File: src/rtl/boton_pulsacion_pkg.sv
// Shared definitions for the button press classifier: state encodings and
// the press-length thresholds used in hardware and in simulation.
package boton_pulsacion_pkg;

    typedef enum logic [1:0] {
        ST_BLOQ  = 2'd0,
        ST_IDLE  = 2'd1,
        ST_PRESS = 2'd2,
        ST_HELD  = 2'd3
    } estado_t;

    // 5 s at 50 MHz
    localparam int LONG_CYCLES_DEF = 250000000;
    // Short threshold so benches can reach the long-press path quickly
    localparam int LONG_CYCLES_SIM = 8;

endpackage

File: src/rtl/boton_pulsacion.sv
// Classifies each debounced button press as short or long, emitting one-cycle
// event pulses plus a level that stays high while a long press is held.
module boton_pulsacion
    import boton_pulsacion_pkg::*;
#(
    parameter int LONG_CYCLES = LONG_CYCLES_DEF,
    parameter int CNT_W       = $clog2(LONG_CYCLES) + 1
) (
    input  logic clk,
    input  logic reset,
    input  logic boton_in,
    output logic pulso_corto,
    output logic pulso_largo,
    output logic mantenido
);

    localparam logic [CNT_W-1:0] CNT_LAST = CNT_W'(LONG_CYCLES - 1);

    estado_t          state_reg, state_next;
    logic [CNT_W-1:0] cnt_reg, cnt_next;
    logic             corto_reg, corto_next;
    logic             largo_reg, largo_next;
    logic             mant_reg, mant_next;

    always_ff @(posedge clk) begin
        if (!reset) begin
            state_reg <= ST_BLOQ;
            cnt_reg   <= '0;
            corto_reg <= 1'b0;
            largo_reg <= 1'b0;
            mant_reg  <= 1'b0;
        end else begin
            state_reg <= state_next;
            cnt_reg   <= cnt_next;
            corto_reg <= corto_next;
            largo_reg <= largo_next;
            mant_reg  <= mant_next;
        end
    end

    // cnt holds the number of high samples seen so far in the current press;
    // it stops advancing once HELD is reached, so long holds cannot wrap it.
    always_comb begin
        state_next = state_reg;
        cnt_next   = cnt_reg;
        corto_next = 1'b0;
        largo_next = 1'b0;
        mant_next  = 1'b0;
        case (state_reg)
            ST_BLOQ: begin
                cnt_next = '0;
                if (!boton_in) begin
                    state_next = ST_IDLE;
                end
            end
            ST_IDLE: begin
                if (boton_in) begin
                    state_next = ST_PRESS;
                    cnt_next   = CNT_W'(1);
                end
            end
            ST_PRESS: begin
                if (!boton_in) begin
                    state_next = ST_IDLE;
                    cnt_next   = '0;
                    corto_next = 1'b1;
                end else if (cnt_reg == CNT_LAST) begin
                    state_next = ST_HELD;
                    largo_next = 1'b1;
                    mant_next  = 1'b1;
                end else begin
                    cnt_next = cnt_reg + CNT_W'(1);
                end
            end
            ST_HELD: begin
                if (boton_in) begin
                    mant_next = 1'b1;
                end else begin
                    state_next = ST_IDLE;
                    cnt_next   = '0;
                end
            end
            default: begin
                state_next = ST_BLOQ;
                cnt_next   = '0;
            end
        endcase
    end

    assign pulso_corto = corto_reg;
    assign pulso_largo = largo_reg;
    assign mantenido   = mant_reg;

endmodule
File: config.mk
export PLATFORM = sky130hd
export DESIGN_NAME = boton_pulsacion
export DESIGN_NICKNAME = d
export VERILOG_FILES = /design/src/rtl/boton_pulsacion_pkg.sv /design/src/rtl/boton_pulsacion.sv
export SDC_FILE = /design/constraint.sdc
export NUM_CORES = 1
export LEC_CHECK = 0
export ABC_CLOCK_PERIOD_IN_PS = 2580
export BUFFER_PORTS_ARGS = -buffer_cell sky130_fd_sc_hd__buf_2
export CORE_MARGIN = 8
export CORE_UTILIZATION = 56
export CTS_BUF_LIST = sky130_fd_sc_hd__clkbuf_16
export DETAILED_ROUTE_END_ITERATION = 16
export PLACE_DENSITY = 0.72
export SETUP_SLACK_MARGIN = 0.5
export SYNTH_ARGS = -nofsm -noshare
export SYNTH_HDL_FRONTEND = slang
export SYNTH_SLANG_ARGS = --single-unit
File: constraint.sdc
create_clock -name clk -period 2.58 [get_ports clk]
set_clock_uncertainty 0.05 [all_clocks]
set_input_delay 0.387 -clock clk [delete_from_list [all_inputs] [get_ports clk]]
set_output_delay 0.387 -clock clk [all_outputs]
set_load 0.05 [all_outputs]
# Yosys cells after proc, flatten, opt, wreduce, memory -nomap -nowiden
# Index checks and enable logic that the tools add are counted.
classes:
  addsub: 1
  n_mux: 15
  eq_ne: 9
  reduce_logical: 5
ops:
  columns: ["cell", "count"]
  rows:
  - ["$mux 29", 4]
  - ["$pmux 29 s4", 1]
  - ["$add 29x1->29 const B", 1]
  - ["$eq 29x28->1 const B", 1]
  - ["$mux 2", 4]
  - ["$ne 2x2->1 const B", 3]
  - ["$ne 3x3->1 const B", 2]
  - ["$pmux 2 s3", 1]
  - ["$reduce_and 3->1", 2]
  - ["$eq 2x2->1 const B", 2]
  - ["$mux 1", 4]
  - ["$eq 2x1->1 const B", 1]
  - ["$logic_not 2->1", 1]
  - ["$pmux 1 s2", 1]
  - ["$reduce_and 2->1", 1]
  - ["$reduce_or 2->1", 1]
word_totals:
  word_cells: 35
  inputBits: 3
  regBits: 34

# Depth between registers and ports, before layout
logic_depth:
  ltp_word: 4
  depth_mapped: 8
  depth_no_buf: 7

# Worst setup path before layout
# OpenSTA, ideal clock, no wires.
synth_timing:
  kind: "register -> register"
  startpoint: "register cnt_reg[24]"
  endpoint: "register cnt_reg[23]"
  path_stages_with_launch: 6
  setup_ps: 122
  period_less_slack_ps: 2148
  t_arrival_ps: 1977
  t_required_ps: 2408
  path_slack_ps: 432
  path_cell_list: "dfxtp_1 -> or4_4 -> or4_4 -> nor3_4 -> nor2_2 -> a221o_1"
synth_between:
  elab_chain_len: 3
synth_lines:
  columns: ["item", "line", "rtl"]
  rows:
  - ["start, declared", "boton_pulsacion.sv:20", "logic [CNT_W-1:0] cnt_reg, cnt_next;"]
  - ["start signal, assigned", "boton_pulsacion.sv:34", "cnt_reg <= cnt_next;"]
  - ["$eq 29x28->1", "boton_pulsacion.sv:67", "end else if (cnt_reg == CNT_LAST) begin"]
  - ["$ne 3x3->1 (no line)", null, null]
  - ["$reduce_and 3->1 (no line)", null, null]
# Every way passes these cells.
# A chain may end at the register's enable or synchronous reset.

# Final worst setup path
layout_timing:
  startpoint: "register cnt_reg[8]"
  endpoint: "register cnt_reg[12]"
layout_between:
  elab_chain_len: 4
  word_cells_on_any_way: 7
layout_lines:
  columns: ["item", "line", "rtl"]
  rows:
  - ["$add 29x1->29", "boton_pulsacion.sv:72", "cnt_next = cnt_reg + CNT_W'(1);"]
  - ["$mux 29", "boton_pulsacion.sv:67", null]
  - ["$mux 29", "boton_pulsacion.sv:63", "if (!boton_in) begin"]
  - ["$pmux 29 s4", "boton_pulsacion.sv:49", "case (state_reg)"]
# Parallel ways exist; a longest one is shown, timed or not. The select of a mux whose other input is x is not followed.

==> summary.txt <==
Yosys
  – Sequential-to-total area share from yosys stat: 32.7%
  – Mean post-synth cell area: 7.74 µm²
  – Most common flop cell mapped by yosys: sky130_fd_sc_hd__dfxtp_1
  – Syn Nets: 277
  – Post-Syn Area: 0.00208 mm²
  – Number of warning messages in the yosys log: 0
  – Number of distinct library cell variants in the gate-level netlist after synthesis: 49
  – Largest area contributor in the netlist: sky130_fd_sc_hd__dfxtp_1
  – Fraction of post-synthesis cell area in the top cell type by area: 32.7%
  – Most area-consuming cells after synthesis: sky130_fd_sc_hd__dfxtp_1 (33%), sky130_fd_sc_hd__nand3_1 (5.1%), sky130_fd_sc_hd__nor2_1 (4.9%)
  – Count of state elements after synthesis: 34
  – Async set-reset flop share out of synthesis: 0%
  – Number of standard cells after synthesis: 269
  – EDFF count, synth: 0

CTS
  – H-tree levels: 2
  – CTS tree: built
  – Maximum number of buffers from clock root to sink: 2
  – Clock Sink Count: 34
  – Master cell of the clock root buffer: sky130_fd_sc_hd__clkbuf_16
  – Clock Pin Slew Worst Setup and Hold Paths: 60 ps
  – Worst skew pair latency: 280 ps
  – Num CTS Buffers: 5

Drt
  – Post-Route M1 WL: 2780 µm
  – Number of vias after detailed routing: 2,383
  – Routed length on met2: 3150 µm
  – Met3 routed WL: 573 µm
  – Post-Route WL: 6680 µm
  – DRC violation count after routing: 0
  – Detail Route Antenna Nets: 0
  – Iter 0 DRT Violations: 338
  – Highest layer used for signal routing: met4
  – Routed length per placed instance: 19.3 µm
  – Average vias per placed instance: 6.89
  – Total iterations of the first detailed-routing run: 5

Pwr
  – Highest ir drop seen on vdd: 0.460 mV
  – P_sw: 532 µW
  – Proportion of power drawn by the clock network: 36.0%
  – Static leakage: 0.000952 µW
  – Relative contribution of sequential cells to total power: 36.1%
  – Total internal power: 1050 µW
  – Share of total power consumed by net switching: 33.5%
  – Combinational fraction of design power: 27.9%
  – Power density over the cells: 601 mW/mm²

Global routing
  – Number of antenna violations at the first check in global routing: 0
  – Maximum number of pins on one net before global-route repair: 16
  – First-pass GRT wire length: 9910 µm
  – Remaining global-route overflow: 0
  – Overall Global Routing Usage: 20.5%
  – Via count of the first global-routing pass: 2,037

STA
  – Post-Route Hold Slack: 382 ps
  – Setup TNS: 0 ps
  – Final Hold Violating Endpoints: 0
  – Final count of negative-setup-slack endpoints: 0
  – Final Cycle Share: 83.9%
  – Tightest slew margin relative to the limit: 76.7%
  – Fin crit period: 2160 ps
  – Number of max-slew violations in the final report: 0
  – Transition time of the tightest slew-check pin: 343 ps
  – Setup repair after global routing missed its margin: yes
  – Peak Freq: 462 MHz

Die
  – Std-Cell Core Area: 0.00361 mm²
  – Starting density of the core: 57.7%
  – Total I/O pin count: 6
  – Horizontal die dimension: 77.0 µm
  – Cell Rows: 22
  – Overall die area: 0.00592 mm²
  – Height of the die: 77.0 µm

Setup path
  – Reg-to-reg startpoint: cnt_reg[8]
  – Crit-path max FO: 4
  – Required @ worst endpoint: 2690 ps
  – Startpoint of the worst setup timing path: cnt_reg[8]
  – Endpoint type of the worst setup path: flip-flop
  – Class of the most critical setup path: flip-flop to flip-flop
  – Crit path DAT: 2270 ps
  – Type of element launching the critical path: flip-flop

Finish
  – Layout cells sized above 1: 30.2%
  – Flip-flop count of the largest register, all copies and words added: 29
  – Fill count: 272
  – Top library cells by usage in the layout, fill and taps aside: sky130_fd_sc_hd__buf_4 (26), sky130_fd_sc_hd__nor2_1 (24), sky130_fd_sc_hd__nand2_1 (23)
  – Area Growth Syn to Fin: 26.9%
  – Number of antenna diodes: 0
  – Most common library cell in the layout ignoring fill and taps: sky130_fd_sc_hd__buf_4
  – Area taken by multi-input logic gates: 0.00147 mm²
  – Sequential cell area: 702 µm²
  – Final net count: 305

Place
  – Buffers on Ports: 5
  – Routability cong.: 0.951
  – Dpl hpwl: 4090 µm

Hold path
  – Min-Delay Path Class: primary input to flip-flop
  – Source of the worst hold timing path: boton_in

Job
  – Max-capacitance violation count: 0

Run status
  – Run status: complete, no violations
Yosys cell counts, types with 7 or more instances:
cell type / instances
sky130_fd_sc_hd__a21oi_1: 14
sky130_fd_sc_hd__dfxtp_1: 34
sky130_fd_sc_hd__clkbuf_1: 10
sky130_fd_sc_hd__nor4_1: 7
sky130_fd_sc_hd__inv_1: 7
sky130_fd_sc_hd__nor3_1: 9
sky130_fd_sc_hd__nor2_1: 27
sky130_fd_sc_hd__nand3_1: 21
sky130_fd_sc_hd__nand4_1: 11
sky130_fd_sc_hd__nand2_1: 26
sky130_fd_sc_hd__a31oi_1: 10
sky130_fd_sc_hd__o21ai_0: 15
cells by family after synthesis:
kind of cell | after synthesis | synth area share (%)
flops | 34 | 32.7
compound gates | 74 | 24.4
simple gates | 134 | 35.2
buf+inv | 20 | 3.79
fa+ha+maj | 5 | 3.01
mux | 2 | 0.962
cell type report:
class	count	share of cell area [%]
inverters	7	0.995
multi-input cells	215	55.6
clock buffers	5	4.74
well taps	48	2.27
clock inverters	3	0.474
repair buffers	34	9.38
flip-flops and latches	34	26.6
what timing repair did:
item                                    4_1_cts  5_1_grt
endpoints found under the setup margin       28       29
setup buffers                                 6        7
pin swaps                                     5        5
gates cloned                                  0        1
hold buffers                                  0        0
gates resized for setup                      19       25
power by group through the flow:
| stage | clock, µW | combinational [µW] | sequential, µW |
|---|---|---|---|
| 2_1_floorplan | 0 | 265 | 587 |
| 3_3_place_gp | 0 | 380 | 584 |
| 3_5_place_dp | 0 | 384 | 587 |
| 4_1_cts | 572 | 401 | 574 |
| 5_1_grt | 592 | 479 | 576 |
| 6_report | 571 | 443 | 573 |
metal layers:
| metal | vias to the layer above | global-route usage, % |
|---|---|---|
| li1 | 1100 | - |
| met4 | 0 | 9.81 |
| met1 | 1135 | 25.4 |
| met5 | - | 0 |
| met2 | 125 | 33.2 |
| met3 | 23 | 3.73 |
critical path, cell delays in order (launching register included):
cell,delay (ps)
sky130_fd_sc_hd__dfxtp_2,340
sky130_fd_sc_hd__or4_4,510
sky130_fd_sc_hd__or4_4,480
sky130_fd_sc_hd__or3_4,380
sky130_fd_sc_hd__a31oi_1,210
sky130_fd_sc_hd__a31oi_1,70
final timing paths:
path                      end  slack (ps)  depth (start not counted)
setup / recovery  cnt_reg[12]         420                          5
hold / removal    pulso_corto         380                          2
setup reg to reg  cnt_reg[12]         420                          5
hold reg to reg   cnt_reg[11]         450                          2
stage by stage:
step / power [µW] / worst slack [ps] / cells / utilization (%) / instance area [µm²]
after floorplan: 853 / 473 / 269 / - / 2090
after global placement: 964 / 332 / 324 / 61.9 / 2230
after detailed placement: 971 / 284 / 324 / 61.9 / 2230
after CTS: 1550 / 458 / 338 / 68.7 / 2480
after global routing: 1650 / 365 / 346 / 73.2 / 2640
final: 1590 / 416 / 346 / 73.2 / 2640
Power figures use the tool's default switching activity.
